## config.mk

```make
export PLATFORM = sky130hd
export DESIGN_NAME = shift_issue_stage
export DESIGN_NICKNAME = d
export VERILOG_FILES = /design/src/rtl/shift_issue_stage_pkg.sv /design/src/rtl/shift_op_decode.sv /design/src/rtl/shift_issue_stage.sv
export SDC_FILE = /design/constraint.sdc
export NUM_CORES = 1
export LEC_CHECK = 0
export BUFFER_PORTS_ARGS = -buffer_cell sky130_fd_sc_hd__buf_2
export CAP_MARGIN = 20
export CORE_MARGIN = 2
export CORE_UTILIZATION = 25
export DETAILED_ROUTE_END_ITERATION = 8
export PLACE_DENSITY = 0.5
export SYNTH_ARGS = -nofsm -noshare
export SYNTH_HDL_FRONTEND = slang
export SYNTH_SLANG_ARGS = --single-unit
```

## constraint.sdc

```tcl
create_clock -name clk -period 7.9 [get_ports clk]
set_input_delay 0.395 -clock clk [delete_from_list [all_inputs] [get_ports clk]]
set_output_delay 0.395 -clock clk [all_outputs]
set_load 0.01 [all_outputs]
```

## src/rtl/shift_issue_stage_pkg.sv

```systemverilog
// Shared types and constants for the shift issue stage and its op decoder.
package shift_issue_stage_pkg;

    localparam int XLEN    = 32;
    localparam int SHAMT_W = 5;
    localparam int CNT_W   = 16;
    localparam int RD_W    = 5;

    localparam logic [XLEN-1:0]  SHAMT_MASK = XLEN'((64'd1 << SHAMT_W) - 64'd1);
    localparam logic [CNT_W-1:0] CNT_MAX    = {CNT_W{1'b1}};
    localparam logic [CNT_W-1:0] CNT_ONE    = {{(CNT_W-1){1'b0}}, 1'b1};

    typedef enum logic [2:0] {
        OP_SLL = 3'd0,
        OP_SRL = 3'd1,
        OP_SRA = 3'd2
    } op_e;

    typedef struct packed {
        logic [XLEN-1:0] a;
        logic [XLEN-1:0] b;
        logic            sign;
        logic            left;
        logic [RD_W-1:0] rd;
    } entry_t;

endpackage

```

## src/rtl/shift_op_decode.sv

```systemverilog
// Combinational decode of a shift instruction into a shifter entry:
// op -> {sign, left, legal}, operand B selection and shift-amount masking.
module shift_op_decode
    import shift_issue_stage_pkg::*;
(
    input  logic [2:0]      op,
    input  logic [XLEN-1:0] rs1,
    input  logic [XLEN-1:0] rs2,
    input  logic [XLEN-1:0] imm,
    input  logic            use_imm,
    input  logic [RD_W-1:0] rd,
    output entry_t          entry,
    output logic            legal
);

    logic [XLEN-1:0] src_s;

    // Build the entry; undefined opcodes leave legal low.
    always_comb begin
        entry   = '0;
        legal   = 1'b0;
        src_s   = use_imm ? imm : rs2;
        entry.a = rs1;
        entry.b = src_s & SHAMT_MASK;
        entry.rd = rd;
        case (op)
            OP_SLL: begin
                legal      = 1'b1;
                entry.left = 1'b1;
            end
            OP_SRL: begin
                legal = 1'b1;
            end
            OP_SRA: begin
                legal      = 1'b1;
                entry.sign = 1'b1;
            end
            default: begin
                legal = 1'b0;
            end
        endcase
    end

endmodule

```

## src/rtl/shift_issue_stage.sv

```systemverilog
// Issue stage feeding the shifter: decode, 2-entry skid buffer with registered
// in_ready, flush, illegal-op pulse and a saturating issued-instruction counter.
module shift_issue_stage
    import shift_issue_stage_pkg::*;
(
    input  logic             clk,
    input  logic             rst,
    input  logic             flush,
    input  logic             in_valid,
    output logic             in_ready,
    input  logic [2:0]       in_op,
    input  logic [XLEN-1:0]  in_rs1,
    input  logic [XLEN-1:0]  in_rs2,
    input  logic [XLEN-1:0]  in_imm,
    input  logic             in_use_imm,
    input  logic [RD_W-1:0]  in_rd,
    output logic             out_valid,
    input  logic             out_ready,
    output logic [XLEN-1:0]  out_a,
    output logic [XLEN-1:0]  out_b,
    output logic             out_sign,
    output logic             out_left,
    output logic [RD_W-1:0]  out_rd,
    output logic             illegal,
    output logic [CNT_W-1:0] issued_cnt
);

    entry_t            dec_entry_s;
    logic              dec_legal_s;
    entry_t            main_r, main_n_s;
    entry_t            skid_r, skid_n_s;
    logic              main_vld_r, main_vld_n_s;
    logic              skid_vld_r, skid_vld_n_s;
    logic              in_ready_r;
    logic              illegal_r;
    logic [CNT_W-1:0]  cnt_r;
    logic              accept_s;
    logic              store_s;
    logic              xfer_s;

    shift_op_decode u_decode (
        .op      (in_op),
        .rs1     (in_rs1),
        .rs2     (in_rs2),
        .imm     (in_imm),
        .use_imm (in_use_imm),
        .rd      (in_rd),
        .entry   (dec_entry_s),
        .legal   (dec_legal_s)
    );

    assign accept_s = in_valid & in_ready_r & ~flush;
    assign store_s  = accept_s & dec_legal_s;
    assign xfer_s   = main_vld_r & out_ready;

    // Skid-buffer next state; skid is only ever empty when a new item can land in it.
    always_comb begin
        main_n_s     = main_r;
        skid_n_s     = skid_r;
        main_vld_n_s = main_vld_r;
        skid_vld_n_s = skid_vld_r;
        if (flush) begin
            main_vld_n_s = 1'b0;
            skid_vld_n_s = 1'b0;
        end else if (!main_vld_r || xfer_s) begin
            if (skid_vld_r) begin
                main_n_s     = skid_r;
                main_vld_n_s = 1'b1;
                skid_vld_n_s = 1'b0;
            end else if (store_s) begin
                main_n_s     = dec_entry_s;
                main_vld_n_s = 1'b1;
            end else begin
                main_vld_n_s = 1'b0;
            end
        end else begin
            if (store_s) begin
                skid_n_s     = dec_entry_s;
                skid_vld_n_s = 1'b1;
            end else begin
                skid_vld_n_s = skid_vld_r;
            end
        end
    end

    // State registers; a transfer on a flush cycle still counts.
    always_ff @(posedge clk or posedge rst) begin
        if (rst) begin
            main_r     <= '0;
            skid_r     <= '0;
            main_vld_r <= 1'b0;
            skid_vld_r <= 1'b0;
            in_ready_r <= 1'b1;
            illegal_r  <= 1'b0;
            cnt_r      <= '0;
        end else begin
            main_r     <= main_n_s;
            skid_r     <= skid_n_s;
            main_vld_r <= main_vld_n_s;
            skid_vld_r <= skid_vld_n_s;
            in_ready_r <= ~skid_vld_n_s;
            illegal_r  <= accept_s & ~dec_legal_s;
            if (xfer_s && (cnt_r != CNT_MAX)) begin
                cnt_r <= cnt_r + CNT_ONE;
            end
        end
    end

    assign in_ready   = in_ready_r;
    assign out_valid  = main_vld_r;
    assign out_a      = main_r.a;
    assign out_b      = main_r.b;
    assign out_sign   = main_r.sign;
    assign out_left   = main_r.left;
    assign out_rd     = main_r.rd;
    assign illegal    = illegal_r;
    assign issued_cnt = cnt_r;

endmodule

```

==> run summary, run 1 <==
Effective utilization at floorplan: 0.2568. For this design, the slowest cell found on the critical path is buf_4. The initialized floorplan defines 51 standard-cell rows. The first global-routing pass estimated 19.28 mm of wire.

Counting along the longest clock path gives a buffer depth of 2. The path class of the tightest hold or removal check is primary input to asynchronous set/reset pin. The root buffer cell chosen for the clock tree is clkbuf_16.

The tools report the max-slew headroom at the worst pin as 0.4340. Based on the critical path, the design can be clocked at up to 442.7 MHz. Max-cap violations in this run came to 0. For this design the static power due to leakage is 2.793 nW.

The tools report the worst endpoint required time as 8130 ps. TritonCTS built the clock tree. The horizontal die dimension is 145.8 um. The count of cells along the worst register-to-register path is 4. The largest single stage delay on the critical path is 570 ps. For the count of antenna diodes in the layout, the log shows 0.

The run gives 0 as the number of pins exceeding their max-slew limit in the final report. Startpoint type of the worst setup path: a flip-flop. Counting the buffers created by CTS gives 9. After routing, the total negative slack on setup checks comes to 0 ps. The sequential share of the synthesized area was 0.5376; the die area was 21270 um^2.

After technology mapping, the gate count stands at 436. In the synthesized netlist the dominant register cell turns out to be dfrtp_1. The layout cell share with drive strength beyond 1 is 0.3548, and the maximum number of pins on one net before global-route repair is 76. In this run the cell area of the synthesized design comes to 5030 um^2.

The critical path in this run is classified as flip-flop to flip-flop. For the count of final hold-check violations, the log shows 0. The final clock period utilization by the worst path came out at 0.2859. Clock tree synthesis found a total of 108 sinks. The H-tree generated during clock tree synthesis spans 3 levels. The number of DRC violations after detailed-routing iteration 0 is 175. Along the worst path, the maximum fanout reaches 75. At the end of the flow, the number of nets in the layout was 650. For the estimated wirelength of the detail-placed design, the log shows 7.555 mm. At the later pin of the worst-skew pair, clock insertion delay measures 340 ps.

The clock transition at the registers of the reported paths was 70 ps; the post-synthesis area per instance was 11.54 um^2. The count of yosys warnings during synthesis is 0. Before antenna repair, the detailed router went through 4 iterations.

After layout, the minimum clock period comes to 2259 ps. The flow ran to the end, and the final reports show no timing, DRC or antenna violations. Setup violations remaining at the end of the flow were counted as 0. The number of nets with antenna violations after routing came out at 0. Element type at the critical path end: a flip-flop.

The pin slew with the least headroom to its limit is 849.1 ps. After detailed routing, the number of remaining DRC violations is 0. The critical path arrival is 2490 ps.

The number of input and output port buffers inserted was 118. The average vias per placed instance came out at 4.561. The most critical setup path has its startpoint at in_ready. The aggregate global-route resource usage is 0.1110. The global placer's final weighted congestion is 0.7943, and the setup skew after layout is 8.289 ps.

The synthesized design contains 0 enable-type register cells. The total overflow left after global routing is 0. The finished cells cover 6048 um^2. Total of hold buffers inserted after clock tree synthesis: 0. For the top-level port count, the log shows 200. Setup repair after global routing left no endpoint under its margin.

The netlist uses 39 different library cells. Dividing the detail-routed wire length by the instance count gives 14.22 um. Walking the worst path, the cells encountered are a41o_2, buf_4, nand2_1, mux2_2. The number of storage elements in the synthesis netlist is 108, and the share of synthesized registers carrying an async set or reset is 1.000. The run gives 0.00009265 V as the maximum vdd drop. The number of gates resized after CTS was 0. After floorplanning, the core was sized to cover 19590 um^2. Total wirelength of the detailed-routed design: 11.51 mm. Via count of the first global-routing pass: 3753. The tools report the cell area after placement as 5739 um^2. In this run the critical register-to-register path is launched from in_ready.

The initial antenna violation count was 0; the number of buffers inserted by post-CTS setup repair was 0. Summing over every cut layer, the via total after detailed routing is 3690. The power per unit of standard cell area was 227.9 nW/um^2. The die boundary height was 145.8 um. From synthesis to final layout, the design area changed by 20.25%.
## worst max-delay path, delay by kind of cell, from the launching register on
family,cells,cell delay (ps)
buf+inv,1,570
mux,1,390
simple gates,1,430
compound gates,1,190
flops,1,560
## power breakdown
part / internal (mW) / switching, mW / total (mW)
logic: 0.106 / 0.133 / 0.239
clock network: 0.257 / 0.208 / 0.464
registers: 0.630 / 0.0456 / 0.675
## flip-flops by register name (all words and copies together) (netlist names)
| signal | cells |
|---|---|
| skid_r | 44 |
| out_a | 32 |
| issued_cnt | 16 |
| out_b | 5 |
| out_rd | 5 |
| illegal | 1 |
| in_ready | 1 |
| out_left | 1 |
| out_sign | 1 |
| out_valid | 1 |
| skid_vld_r | 1 |
## through the flow
step,setup slack [ps],hold WS (ps),cells,power [mW],util
floorplan,4661,443.6,462,0.8251,-
global placement,5349,456.4,793,0.9214,0.2930
detailed placement,5333,471.0,793,0.9303,0.2930
CTS,5554,159.0,809,1.410,0.3087
global route,5417,186.9,809,1.469,0.3087
finish,5641,138.4,809,1.378,0.3087
## cell usage after synthesis, types with 2 or more instances
cell / n / area, um^2
mux2i_1: 42 / 420.4
nor4_1: 2 / 12.51
o41ai_1: 2 / 17.52
buf_1: 4 / 15.01
dfrtp_1: 107 / 2678
nor3_1: 9 / 45.04
o21ai_0: 15 / 75.07
nand4_1: 2 / 12.51
a31oi_1: 38 / 237.7
mux2_2: 45 / 506.7
nand2_1: 25 / 93.84
buf_6: 4 / 45.04
xor2_1: 3 / 26.28
mux2_1: 3 / 33.78
a21oi_1: 48 / 240.2
and4_1: 3 / 26.28
nand3_1: 4 / 20.02
buf_4: 27 / 202.7
nand2b_1: 2 / 12.51
inv_1: 6 / 22.52
nor2_1: 2 / 7.510
and3_1: 5 / 31.28
buf_2: 8 / 40.04
xnor2_1: 2 / 17.52
clkbuf_1: 14 / 52.55
## placed cells by master (no fill, tap or decap), types with 3 or more instances in the layout
cell and n:
buf_2 118, dfrtp_1 106, a21oi_1 48, mux2_2 45, mux2i_1 42, a31oi_1 38
conb_1 27, nand2_1 25, o21ai_0 15, nor3_1 9, clkbuf_16 9, inv_1 5
and3_1 5, buf_4 5, nand3_1 4, and4_1 3, mux2_1 3, xor2_1 3
clkinvlp_4 3
## layer usage
metal | global-route usage | vias up | share of wire
li1 | - | 1736 | -
met1 | 0.1301 | 1822 | 0.43
met2 | 0.1903 | 120 | 0.48
met3 | 0.03511 | 12 | 0.072
met4 | 0.04118 | 0 | 0.015
met5 | 0 | - | 0
## path summary, 6_finish.rpt
kind / end / slack [ps]
worst max-delay path: out_b[0] / 5640
worst min-delay path: issued_cnt[12] / 140
worst max register to register: out_b[0] / 5640
worst min register to register: skid_r[6] / 480
max in group asynchronous: out_a[18] / 6520
min in group clk: out_valid / 250
## cell families (layout without fill, tap and decap cells)
group,Yosys count,after routing,synth area share
AOI/OAI and AO/OA,108,108,0.1229
DFF,108,108,0.5376
muxes,90,90,0.1910
buffers and inverters,63,145,0.07512
and+or+nand+nor,60,60,0.06145
xor gates and xnor gates,5,5,0.008708
adders and majority gates,1,1,0.002487
other,1,27,0.0007456
## layout make-up
cell class                      count  area (um^2)
Multi-Input combinational cell    291         2049
Fill cell                        2048        13540
Tap cell                          265        331.6
Sequential cell                   108         2705
Inverter                            6        25.02
Clock buffer                       10        239.0
Timing Repair Buffer              123        628.1
Clock inverter                      6        70.07
(Power assumes the default switching activity.)
==> run 2, diff against run 1 <==
==> constraint.sdc (replaced) <==
create_clock -name clk -period 2.15 [get_ports clk]
set_input_delay 0.1075 -clock clk [delete_from_list [all_inputs] [get_ports clk]]
set_output_delay 0.1075 -clock clk [all_outputs]
set_load 0.01 [all_outputs]
==> run 2 against run 1 <==
  * Highest routed layer unchanged
  * Clock skew decreased by 1.8 ps
  * Setup slack lost 5400 ps
  * Worst hold slack got worse by 120 ps
  * Critical path type unchanged
  * Fmax increased by 17%
  * Critical path depth up 1
  * First-iteration DRC count shrank 24%
==> run summary, run 2 (synthesized netlist as in run 1, its figures left out) <==
The post-cts repair resize count came out at 0 (unchanged). The logs give 0 (unchanged) for the number of buffers inserted by post-CTS setup repair and 19590 um^2 (unchanged) for the total core area. For the max capacitance violation total, the log shows 0 (unchanged). The critical path starts at issued_cnt[0]. The worst setup path is captured at a flip-flop. The signal on the critical path passes through ha_1, nand2_1, or4_4, o21ai_2, mux2_1.

The category of the critical setup timing path was flip-flop to flip-flop. The library cell used most frequently in the layout, excluding fill and tap cells, is buf_2. The slowest cell on the critical path was or4_4. In the layout the commonest cells are buf_2, dfrtp_1, a21oi_1, mux2_2, mux2i_1.

Setup repair after global routing left no endpoint under its margin. The pin slew with the least headroom to its limit is 633.5 ps (-215.6 ps). For the setup skew after layout, the log shows 6.502 ps (-1.787 ps).

The run gives 2 (unchanged) as the maximum count of clock buffers along a single path. The number of nets at the end of the flow is 691 (+6.3%), and the clock sink count is 108 (unchanged). The layout-stage area growth over the synthesis result is 28.46%.

The die boundary height was 145.8 um (unchanged). The final period demand of the worst path works out to 1938 ps (-320.7 ps). Count of antenna diodes in the layout: 0 (unchanged). Number of input and output port buffers inserted: 118 (unchanged). The final clock period utilization by the worst path is 0.9015 (+0.6155). The max-slew headroom at the worst pin came out at 0.5777 (+0.1437).

The estimated wirelength of the detail-placed design came out at 7.921 mm (+4.8%). The total of hold buffers inserted after clock tree synthesis came out at 39 (+39). The count of cells along the worst register-to-register path was 5 (+1). The peak per-stage delay on the critical path is 510 ps (-60 ps). Maximum vdd drop: 0.0003474 V (+270%).

The total vias in the final route came out at 3868 (+4.8%). The initial antenna violation count was 0 (unchanged); the number of H-tree branching levels was 3 (unchanged). TritonCTS built the clock tree. The layout cell share with drive strength beyond 1 works out to 0.3322 (-0.02259).

For the aggregate global-route resource usage, the log shows 0.1196 (+0.008602). The total leakage power was 2.968 nW (+6.3%); the number of cell rows was 51 (unchanged). Critical path arrival: 2170 ps (-320 ps).

The remaining design rule violation count came out at 0 (unchanged). The flip-flop count of the largest register after layout was 44 (unchanged); the detailed-router iteration count before antenna repair was 4 (unchanged). The total CTS buffers was 9 (unchanged).

Ranked by flip-flop count, first place goes to skid_r. The run gives 0 ps (unchanged) as the setup total negative slack. The tools report the effective utilization at floorplan as 0.2568 (unchanged). The capture point of the worst reg-to-reg path is issued_cnt[1]. The path class of the tightest hold or removal check is primary input to flip-flop. Clock transition at the registers of the reported paths: 70 ps (about the same). The total wirelength of the detailed-routed design was 12.57 mm (+9.2%). The worst-case hold slack is 20.45 ps (-117.9 ps), and the number of pins exceeding their max-slew limit in the final report is 0 (unchanged). The worst endpoint required time was 2380 ps (-5750 ps); the cell depth of the worst hold path was 2.

For the count of final hold-check violations, the log shows 0 (unchanged). The number of setup violations in the final report came out at 0 (unchanged). The worst register-to-register path begins at issued_cnt[0].

The logs give 5806 um^2 (+1.2%) for the cell area after placement and 21270 um^2 (unchanged) for the die area. Gate family responsible for the most delay along the worst path: simple AND/OR/NAND/NOR gates. Following the worst setup path forward leads to its endpoint at issued_cnt[1]. The tools report the first-pass GRT wire length as 20.54 mm (+6.6%). The power per unit of standard cell area is 774.3 nW/um^2 (+240%), and the total of fill cells in the finished design is 2037 (-0.54%). The largest driver fanout on the critical path was 4 (-95%); the flop-to-flop setup slack was 210 ps (-5430 ps). The horizontal die dimension is 145.8 um (unchanged), and the number of non-filler instances in the completed layout is 849 (+4.9%). The wire length per cell came out at 14.80 um (+4.1%). The global placer's final weighted congestion is 0.7766 (-2.2%). Number of gates on the worst path with buffers counted: 5 (+1).

The average vias per placed instance is 4.556 (-0.11%), and the overflow left after global routing is 0 (unchanged). For the post-route cell area, the log shows 6461 um^2 (+6.8%). The run finished with clean final reports. The run gives 109 (+43%) as the maximum number of pins on one net before global-route repair. The number of DRC violations after detailed-routing iteration 0 is 133 (-24%). In this run the clock root is driven by a clkbuf_16. The tools report the startpoint type of the worst setup path as a flip-flop.

The number of buffers and inverters on the critical path is 0 (-1). The latest clock arrival within the worst-skew pair was 350 ps (about the same). The tools report the number of nets with antenna violations after routing as 0 (unchanged). Maximum operating frequency: 516.0 MHz (+17%). The top-level port count was 200 (unchanged); the number of cells in the design after placement was 795 (+0.25%). The via count of the first global-routing pass is 3917 (+4.4%).
-- run 2: where the power goes --
part	total (mW)	internal [mW]	switching [mW]
Clock	1.57	0.784	0.789
Combinational	0.956	0.444	0.512
Sequential	2.47	2.31	0.161
-- run 2: worst min path at each step --
stage	startpoint	end	slack, ps
6_report	in_rd[4]	skid_r[4]	20
3_5_place_dp	flush	out_valid	310
5_1_grt	in_rs1[25]	skid_r[64]	8
3_3_place_gp	flush	out_valid	310
4_1_cts	in_rs1[27]	skid_r[66]	0.3
2_1_floorplan	flush	out_valid	170
-- run 2: routing by layer --
metal / up-vias / track usage / part of all wire / wire length [um]
met5: - / 0 / 0 / 0
met1: 1918 / 0.1465 / 0.45 / 5605
met2: 118 / 0.2042 / 0.48 / 6072
met3: 12 / 0.03103 / 0.057 / 716
li1: 1820 / - / - / -
met4: 0 / 0.04118 / 0.014 / 172
-- run 2: final cells by class --
cell class,instances,area (um^2),share of cell area
Inverter,6,26.28,0.004067
Tap cell,265,331.6,0.05132
Multi-Input combinational cell,291,2049,0.3172
Timing Repair Buffer,164,1084,0.1677
Clock inverter,6,40.04,0.006197
Sequential cell,108,2705,0.4187
Clock buffer,9,225.2,0.03486
-- run 2: per-stage QoR --
stage / utilization / worst slack, ps / total power [mW]
6_report: 0.3298 / 211.9 / 5.003
5_1_grt: 0.3298 / 87.46 / 5.311
4_1_cts: 0.3298 / 221.6 / 5.117
3_5_place_dp: 0.2964 / 253.3 / 3.432
3_3_place_gp: 0.2964 / 263.8 / 3.394
2_1_floorplan: - / 318.9 / 3.032
==> run 3, diff against run 2 <==
--- a/config.mk
+++ b/config.mk
@@ -10,7 +10,7 @@
 export CORE_MARGIN = 2
 export CORE_UTILIZATION = 25
 export DETAILED_ROUTE_END_ITERATION = 8
-export PLACE_DENSITY = 0.5
+export PLACE_DENSITY = 0.45
 export SYNTH_ARGS = -nofsm -noshare
 export SYNTH_HDL_FRONTEND = slang
 export SYNTH_SLANG_ARGS = --single-unit
==> run 3 against run 2 <==
  * Via count decreased by 0.41%
  * Global-route usage decreased by 0.37 points
  * Fmax about the same
  * Setup slack improved by 0.97 ps
  * Routed wire length decreased by 3.7%
  * Die area unchanged
  * Total power increased by 0.96%
  * Sequential share of layout area decreased by 0.36 points
  * Clock power increased by 3%
  * Cell area increased by 0.87%
  * First-iteration DRC count decreased by 20%
  * Critical endpoint unchanged
  * Highest routed layer unchanged
==> run summary, run 3 (synthesized netlist as in run 1, its figures left out) <==
The internal power is 3.566 mW (+0.71%). The post-route cell area was 6518 um^2 (+0.87%). For the number of DRC violations after detailed-routing iteration 0, the log shows 107 (-20%). The run gives 0 (unchanged) as the number of pins exceeding their max-slew limit in the final report. The tools report the remaining design rule violation count as 0 (unchanged). The run gives 0.7408 (-4.6%) as the global placer's final weighted congestion. For the total of fill cells in the finished design, the log shows 2036 (-0.049%).

The root buffer cell chosen for the clock tree is clkbuf_16. The count of cells along the worst register-to-register path was 5 (unchanged); the final clock period utilization by the worst path was 0.9010 (about the same). The horizontal die dimension works out to 145.8 um (unchanged). The cell depth of the worst hold path came out at 2 (unchanged). The tools report the number of nets at the end of the flow as 694 (+0.43%).

The logs give 2 (unchanged) for the maximum count of clock buffers along a single path and 9 (unchanged) for the total CTS buffers. The tools report the clock sink count as 108 (unchanged). The latest clock arrival within the worst-skew pair was 350 ps (about the same); the die boundary height was 145.8 um (unchanged).

The via count of the first global-routing pass was 3855 (-1.6%); the worst endpoint required time was 2380 ps (about the same). The tools report the startpoint of the lowest-slack hold path as in_rs1[7]. The detailed-routing wirelength on met1 is 5.673 mm (+1.2%), and the aggregate global-route resource usage is 0.1159 (-0.003691). Die area: 21270 um^2 (unchanged).

Startpoint of the worst-slack reg-to-reg timing path: issued_cnt[0]. The max capacitance violation total was 0 (unchanged). The layout cell share with drive strength beyond 1 was 0.3350 (+0.002842). For the number of nets with antenna violations after routing, the log shows 0 (unchanged). Leaving out fill and tap cells, the most frequent cells in the layout are buf_2, dfrtp_1, a21oi_1, mux2_2, mux2i_1. Area of all sequential standard cells: 2705 um^2 (unchanged). TritonCTS built the clock tree.

The power dissipated by switching net loads is 1.485 mW (+1.6%). The tools report the first-pass GRT wire length as 20.03 mm (-2.5%). Maximum number of pins on one net before global-route repair: 75 (-31%). The logs give 2170 ps (about the same) for the critical path arrival and 19590 um^2 (unchanged) for the total core area. Number of H-tree branching levels: 3 (unchanged).

Number of cell rows: 51 (unchanged). Setup repair after global routing left no endpoint under its margin. Wire length per cell: 14.18 um (-4.2%).

The logs give 2.988 nW (+0.67%) for the total leakage power and 0 (unchanged) for the number of setup violations in the final report. The highest layer touched by signal routing is met4. The max-slew headroom at the worst pin was 0.5461 (-0.03156); the met3 wire length was 754 um (+5.3%). For the detailed-router iteration count before antenna repair, the log shows 4 (unchanged). The flip-flop count of the largest register after layout is 44 (unchanged). For the overflow left after global routing, the log shows 0 (unchanged). Compared with the post-synthesis result, the final layout area differs by 29.58%. The maximum vdd drop is 0.0003522 V (+1.4%).

The category of the critical setup timing path is flip-flop to flip-flop. The maximum operating frequency was 516.2 MHz (about the same); the count of antenna diodes in the layout was 0 (unchanged). The worst setup path is launched from a flip-flop. The worst setup path is captured at a flip-flop. The logs give 5833 um^2 (+0.47%) for the cell area after placement and 0 ps (unchanged) for the setup total negative slack. Leaving out fill and tap cells, the most frequent cell in the layout is buf_2.

The estimated wirelength of the detail-placed design was 7.779 mm (-1.8%); the sequential share of power was 0.490 (-0.005). The switching part of the total is 0.2941 (+0.001735). The run gives 0 (unchanged) as the post-cts repair resize count. The run gives 2049 um^2 (unchanged) as the footprint of the multi-input gates.

The final period demand of the worst path came out at 1937 ps (-0.9670 ps). The total vias in the final route is 3852 (-0.41%), and the pin slew with the least headroom to its limit is 679.4 ps (+45.91 ps). The power per unit of standard cell area works out to 775.0 nW/um^2 (about the same). The largest driver fanout on the critical path is 4 (unchanged), and the count of final hold-check violations is 0 (unchanged). The initial antenna violation count is 0 (unchanged), and the clock transition at the registers of the reported paths is 80 ps (about the same). The combinational fraction of design power is 0.189 (-0.002). The clock group share of total power came out at 0.321 (+0.007). Kind of path behind the tightest hold check: primary input to flip-flop. The average vias per placed instance came out at 4.516 (-0.88%).

The setup skew after layout is 13.69 ps (+7.188 ps). The most critical setup path has its startpoint at issued_cnt[0]. The top-level port count is 200 (unchanged), and the effective utilization at floorplan is 0.2568 (unchanged). The total wirelength of the detailed-routed design is 12.10 mm (-3.7%), and the number of input and output port buffers inserted is 118 (unchanged). Counting flops per register, the top entry is skid_r. Detailed route wirelength on metal2: 5.500 mm (-9.4%). The run finished with clean final reports.
## run 3: cell count changes in the layout (fill, tap and decap cells not counted)
cell / before / now
dlygate4sd3_1: 39 / 40
inv_6: 2 / 0
buf_4: 3 / 4
clkinvlp_4: 2 / 4
inv_8: 0 / 2
buf_12: 4 / 5
clkinv_4: 0 / 1
clkinv_2: 3 / 1
## run 3: layout make-up
type | instances | area share
Tap cell | 265 | 0.05087
Timing Repair Buffer | 167 | 0.1720
Inverter | 6 | 0.004031
Clock buffer | 9 | 0.03456
Multi-Input combinational cell | 291 | 0.3145
Clock inverter | 7 | 0.009023
Sequential cell | 108 | 0.4151
## run 3: power groups by stage
stage / Clock [mW] / Sequential [mW] / Combinational [mW]
2_1_floorplan: 0 / 2.61 / 0.426
3_3_place_gp: 0 / 2.50 / 0.900
3_5_place_dp: 0 / 2.51 / 0.919
4_1_cts: 1.69 / 2.48 / 0.974
5_1_grt: 1.77 / 2.52 / 1.07
6_report: 1.62 / 2.48 / 0.952
## run 3: layer usage
metal | up-vias | track usage
li1 | 1824 | -
met1 | 1898 | 0.1468
met2 | 119 | 0.1880
met3 | 11 | 0.03323
met4 | 0 | 0.04363
met5 | - | 0
## run 3: worst max-delay path: stages, from the launching register on
cell,delay (ps)
dfrtp_1,400
ha_1,240
nand2_1,120
or4_4,510
o21ai_2,200
mux2_1,340
## run 3: timing repair
action | in CTS | in global routing
hold endpoints to repair | 63 | 0
buffers inserted | 0 | 0
hold buffers | 40 | 0
## run 3: path summary, 6_finish.rpt
kind                                  to  slack (ps)
min reg2reg                    skid_r[8]         490
min in group asynchronous      out_rd[1]         400
max reg2reg                issued_cnt[1]         210
max in group asynchronous       in_ready        1050
max                        issued_cnt[1]         210
min                           skid_r[46]          20
## run 3: through the flow
step | hold slack, ps | util | total power [mW] | cells | setup WS [ps]
6_report | 15.01 | 0.3327 | 5.051 | 853 | 212.8
5_1_grt | 0.8478 | 0.3327 | 5.350 | 853 | 52.20
3_5_place_dp | 254.3 | 0.2978 | 3.432 | 797 | 223.2
2_1_floorplan | 170.6 | - | 3.032 | 462 | 318.9
4_1_cts | 1.434 | 0.3327 | 5.140 | 853 | 193.2
3_3_place_gp | 240.3 | 0.2978 | 3.404 | 797 | 264.8
